File: src/rtl/serial_add_arbiter.sv
// Round-robin front end that time-shares one serial_adder among NREQ clients:
// latches the winner's operands, kicks the adder, waits out its latency, returns the sum.
//
// state   | meaning
// S_IDLE  | waiting for any req; picks the next winner from ptr
// S_START | one-cycle adder_start pulse, latency counter cleared
// S_RUN   | counting out the adder latency
// S_DONE  | done pulse for the granted requester, pointer advanced
module serial_add_arbiter #(
    parameter int WIDTH = 8,
    parameter int NREQ  = 4,
    parameter int LAT   = WIDTH + 2
) (
    input  logic                    clk,
    input  logic                    rst,
    input  logic [NREQ-1:0]         req,
    input  logic [NREQ*WIDTH-1:0]   a_in,
    input  logic [NREQ*WIDTH-1:0]   b_in,
    output logic [NREQ-1:0]         gnt,
    output logic [NREQ-1:0]         done,
    output logic [WIDTH:0]          result,
    output logic                    busy,
    output logic                    adder_start,
    output logic [WIDTH-1:0]        adder_a,
    output logic [WIDTH-1:0]        adder_b,
    input  logic [WIDTH:0]          adder_sum
);

    localparam int IDXW = (NREQ > 1) ? $clog2(NREQ) : 1;
    localparam int CNTW = (LAT > 1) ? $clog2(LAT) : 1;
    localparam logic [CNTW-1:0] CNT_LAST = CNTW'(LAT - 1);
    localparam logic [NREQ-1:0] ONE_HOT0 = NREQ'(1);

    typedef enum logic [1:0] {
        S_IDLE,
        S_START,
        S_RUN,
        S_DONE
    } state_t;

    state_t          state;
    logic [IDXW-1:0] ptr;
    logic [IDXW-1:0] idx;
    logic [CNTW-1:0] cnt;

    logic [IDXW-1:0] pick_idx;
    logic            pick_vld;

    // Modular add that also works when NREQ is not a power of two.
    function automatic logic [IDXW-1:0] wrap_idx(input logic [IDXW-1:0] base, input int off);
        int s;
        s = int'(base) + off;
        if (s >= NREQ) begin
            s = s - NREQ;
        end
        return IDXW'(s);
    endfunction

    always_comb begin
        pick_idx = '0;
        pick_vld = 1'b0;
        for (int k = 0; k < NREQ; k++) begin
            if (!pick_vld && req[wrap_idx(ptr, k)]) begin
                pick_idx = wrap_idx(ptr, k);
                pick_vld = 1'b1;
            end
        end
    end

    always_ff @(posedge clk) begin
        if (rst) begin
            state       <= S_IDLE;
            ptr         <= '0;
            idx         <= '0;
            cnt         <= '0;
            gnt         <= '0;
            done        <= '0;
            busy        <= 1'b0;
            adder_start <= 1'b0;
            adder_a     <= '0;
            adder_b     <= '0;
            result      <= '0;
        end else begin
            case (state)
                S_IDLE: begin
                    if (pick_vld) begin
                        idx         <= pick_idx;
                        adder_a     <= a_in[int'(pick_idx)*WIDTH +: WIDTH];
                        adder_b     <= b_in[int'(pick_idx)*WIDTH +: WIDTH];
                        gnt         <= ONE_HOT0 << pick_idx;
                        adder_start <= 1'b1;
                        busy        <= 1'b1;
                        state       <= S_START;
                    end
                end
                S_START: begin
                    adder_start <= 1'b0;
                    cnt         <= '0;
                    state       <= S_RUN;
                end
                S_RUN: begin
                    if (cnt == CNT_LAST) begin
                        result <= adder_sum;
                        done   <= gnt;
                        state  <= S_DONE;
                    end else begin
                        cnt <= cnt + 1'b1;
                    end
                end
                S_DONE: begin
                    done  <= '0;
                    gnt   <= '0;
                    busy  <= 1'b0;
                    ptr   <= wrap_idx(idx, 1);
                    state <= S_IDLE;
                end
                default: begin
                    state <= S_IDLE;
                end
            endcase
        end
    end

endmodule

File: config.mk
export PLATFORM = sky130hd
export DESIGN_NAME = serial_add_arbiter
export DESIGN_NICKNAME = d
export VERILOG_FILES = /design/src/rtl/serial_add_arbiter.sv
export SDC_FILE = /design/constraint.sdc
export NUM_CORES = 1
export LEC_CHECK = 0
export ABC_CLOCK_PERIOD_IN_PS = 1600
export CORE_AREA = 2 2 96 98
export DETAILED_ROUTE_END_ITERATION = 8
export DIE_AREA = 0 0 98 100
export PLACE_DENSITY = 0.73
export REMOVE_ABC_BUFFERS = 1
export SLEW_MARGIN = 20
export SYNTH_ARGS = -nofsm -noshare
export SYNTH_HDL_FRONTEND = slang
export SYNTH_SLANG_ARGS = --single-unit
File: constraint.sdc
create_clock -name clk -period 1.6 [get_ports clk]
set_input_delay 0.32 -clock clk [delete_from_list [all_inputs] [get_ports clk]]
set_output_delay 0.32 -clock clk [all_outputs]
set_load 0.05 [all_outputs]
==> impl_metrics.env <==
export IMPL_critPathArrivalTime_ns=1.76
export IMPL_worst_slack_ns=0.0242
export IMPL_drt_iter0_drc=107
export IMPL_cts_made_buffers=5
export IMPL_synth_edf_count=0
export IMPL_cp_data_required_time_ns=1.78
export IMPL_yosysMostFrequentCell="dfxtp_1"
export IMPL_first_pass_iters=4
export IMPL_timing_final_crit_period_ns=1.58
export IMPL_preCtsSetupSlack_ns=-0.531
export IMPL_ios=114
export IMPL_tns_ns=0
export IMPL_synth_largest_area_cell="dfxtp_1"
export IMPL_crit_type="reg2reg"
export IMPL_routed_via_density=5.17
export IMPL_die_y_um=100
export IMPL_antenna_cells=0
export IMPL_synth_warnings=0
export IMPL_antenna_found_initial=0
export IMPL_crit_buf_inv=1
export IMPL_crit_start="ptr[1]$_SDFFE_PP0P_"
export IMPL_syn_inst=281
export IMPL_powerDensity_nw_per_um2=1430
export IMPL_dieArea_um2=9800
export IMPL_die_w_um=98
export IMPL_reg2reg_slack_ns=0.02
export IMPL_coreArea_um2=8890
export IMPL_postRouteAntennaNets=0
export IMPL_synthFlopType="dfxtp_1"
export IMPL_drv_slew=0
export IMPL_place_hpwl_mm=5.81
export IMPL_clockRootBuffer="clkbuf_8"
export IMPL_async_flop_share_pct=0
export IMPL_clkSinkCount=45
export IMPL_combPwrFrac_pct=57.9
export IMPL_r2r_start="ptr[1]$_SDFFE_PP0P_"
export IMPL_p_switching_mw=2.70
export IMPL_post_route_period_util_pct=98.5
export IMPL_cp_depth=5
export IMPL_slowest_delay_ns=0.42
export IMPL_endpoint="adder_a[4]$_SDFFE_PP0P_"
export IMPL_ir_drop_mv=0.826
export IMPL_reg2regPathDepth=5
export IMPL_syn2layout_area_growth_pct=67.4
export IMPL_worstReg2RegEnd="adder_a[4]$_SDFFE_PP0P_"
export IMPL_hold_viol_final=0
export IMPL_netlist_area_leader_share_pct=35.2
export IMPL_synth_commonest_cells="dfxtp_1, nand2_1, mux2i_1, o21ai_0, a21oi_1"
export IMPL_p_int_mw=3.43
export IMPL_grt_pass1_wl_mm=13.2
export IMPL_pwr_share_clk_pct=14.3
export IMPL_clockBufferDepth=2
export IMPL_ys_ff_latch=45
export IMPL_h_tree_depth=2
export IMPL_path_cells="buf_4 -> o21ai_4 -> a211o_4 -> a221oi_4 -> o22ai_1"
export IMPL_setup_violations=0
export IMPL_drive_gt1_share_pct=28.8
export IMPL_grt_max_degree=37
export IMPL_yosysSeqAreaShare_pct=35.2
export IMPL_path_clk_slew_ns=0.08
export IMPL_avgSynthCellArea_um2=9.10
export IMPL_status="completed"
export IMPL_io_buffers=113
export IMPL_avgRoutedWirePerCell_um=15.9
export IMPL_grt_ovfl_total=0
export IMPL_drc_errors=0
export IMPL_crit_path_start_kind="flop"
export IMPL_grt_usage_pct=16.6
export IMPL_clkLatencyLatePin_ns=0.29
export IMPL_synth_area_top_cells="dfxtp_1, mux2i_1, o2111ai_1"
export IMPL_power_mw=6.13
export IMPL_initial_core_util_pct=28.8
export IMPL_slew_headroom_pct=65.3
export IMPL_drv_cap=0
export IMPL_worstMarginPinSlew_ns=0.518
export IMPL_routabilityCongestion=0.821
export IMPL_grt_pass1_vias=2709
export IMPL_switching_share_pct=44.1
export IMPL_vias=2696
export IMPL_crit_path_top_delay_cell="a211o_4"
export IMPL_power_leakage_nw=1.68
export IMPL_rsz0062_at_grt="yes"
export IMPL_synth_area_um2=2560
export IMPL_synth_cell_types=47
export IMPL_row_count=35
export IMPL_timing_hold_ws_ns=0.458
export IMPL_critPathMaxFanout=6
export IMPL_cts_hold_buffers=0
export IMPL_end_kind="flop"
export IMPL_seqPwrFrac_pct=27.8
export IMPL_cts_tree="built"
export IMPL_clock_skew_ns=0.00808
export IMPL_nNetsFinal=494
export IMPL_crit_family="compound AO/OA/AOI/OAI gates"
export IMPL_max_freq_ghz=0.635
export IMPL_min_path_type="reg2reg"
export IMPL_wirelength_mm=8.28
==> layout make-up <==
cell class / count / area, um^2
repair buffers: 144 / 1450
clock inverters: 1 / 30.0
flip-flops and latches: 45 / 907
well taps: 111 / 139
clock buffers: 7 / 86.3
multi-input cells: 202 / 1630
fillers: 822 / 4610
inverters: 11 / 41.3
==> power groups by stage <==
stage	Sequential (mW)	Clock [mW]	Combinational, mW
4_1_cts	1.70	0.906	3.47
2_1_floorplan	2.54	0	1.11
6_report	1.70	0.877	3.55
3_3_place_gp	1.70	0	3.26
5_1_grt	1.75	0.946	3.77
3_5_place_dp	1.71	0	3.31
==> worst min-delay path by stage <==
stage                     slack [ns]                  endpoint  cells after the start                    from
after floorplan                 0.39  adder_start$_SDFFE_PP0P_                      1                     rst
after global placement          0.45    result[3]$_SDFFE_PP0P_                      2  result[3]$_SDFFE_PP0P_
after detailed placement        0.45    result[1]$_SDFFE_PP0P_                      2  result[1]$_SDFFE_PP0P_
after CTS                       0.46    result[1]$_SDFFE_PP0P_                      2  result[1]$_SDFFE_PP0P_
after global routing            0.49    result[7]$_SDFFE_PP0P_                      2  result[7]$_SDFFE_PP0P_
final                           0.46    result[1]$_SDFFE_PP0P_                      2  result[1]$_SDFFE_PP0P_
==> placed cells by master, fill, tap and decap left out, types with 6 or more instances in the layout <==
cell,Yosys,final
nor2_1,17,16
clkdlybuf4s50_1,0,74
clkbuf_8,0,6
o21ai_0,19,18
buf_4,4,51
mux2i_1,19,18
nand2_1,25,25
o22ai_1,16,16
inv_1,10,10
a221oi_2,9,14
a21oi_1,18,18
buf_12,0,12
a22oi_1,8,8
dfxtp_1,45,42
o2111ai_1,17,16
==> metal layers <==
layer	vias up	track usage [%]	routed length, um
met5	-	0	0
met4	0	4.49	79
li1	1328	-	-
met3	6	4.39	698
met1	1246	18.9	3310
met2	116	30.6	4190
==> sequential cells by signal, indices dropped and copies added (netlist names) <==
register	flops
state	2
ptr	2
idx	2
busy	1
adder_a	8
gnt	4
adder_start	1
cnt	4
adder_b	8
done	4
result	9
==> worst reg2reg max path: cells and delay by family (launching register included) <==
| kind | cells | cell delay [ns] |
|---|---|---|
| buffers and inverters | 1 | 0.15 |
| flip-flops | 1 | 0.39 |
| AO/OA/AOI/OAI | 4 | 0.93 |
==> stage by stage <==
step                cell area, um^2  util [%]  std cells
floorplan                      2410         -        256
global placement               3940      44.3        506
detailed placement             3940      44.3        506
CTS                            4190      47.1        517
global route                   4280      48.1        521
finish                         4280      48.1        521
==> cells by family after synthesis <==
logic type,synth area share (%)
flip-flops,35.2
AND/OR/NAND/NOR,11.4
AO/OA/AOI/OAI,33.2
adder cells (fa/ha/maj),2.94
multiplexers,8.76
XOR/XNOR,1.03
buffers and inverters,7.44
==> what timing repair did <==
| action | 4_1_cts | 5_1_grt |
|---|---|---|
| setup buffers | 0 | 4 |
| endpoints found under the hold margin | 0 | 0 |
| resized for setup | 25 | 18 |
| endpoints found under the setup margin | 26 | 28 |
| pin swaps | 4 | 12 |
| gates cloned | 3 | 0 |
Note: power is estimated with default switching activity, not from simulation.
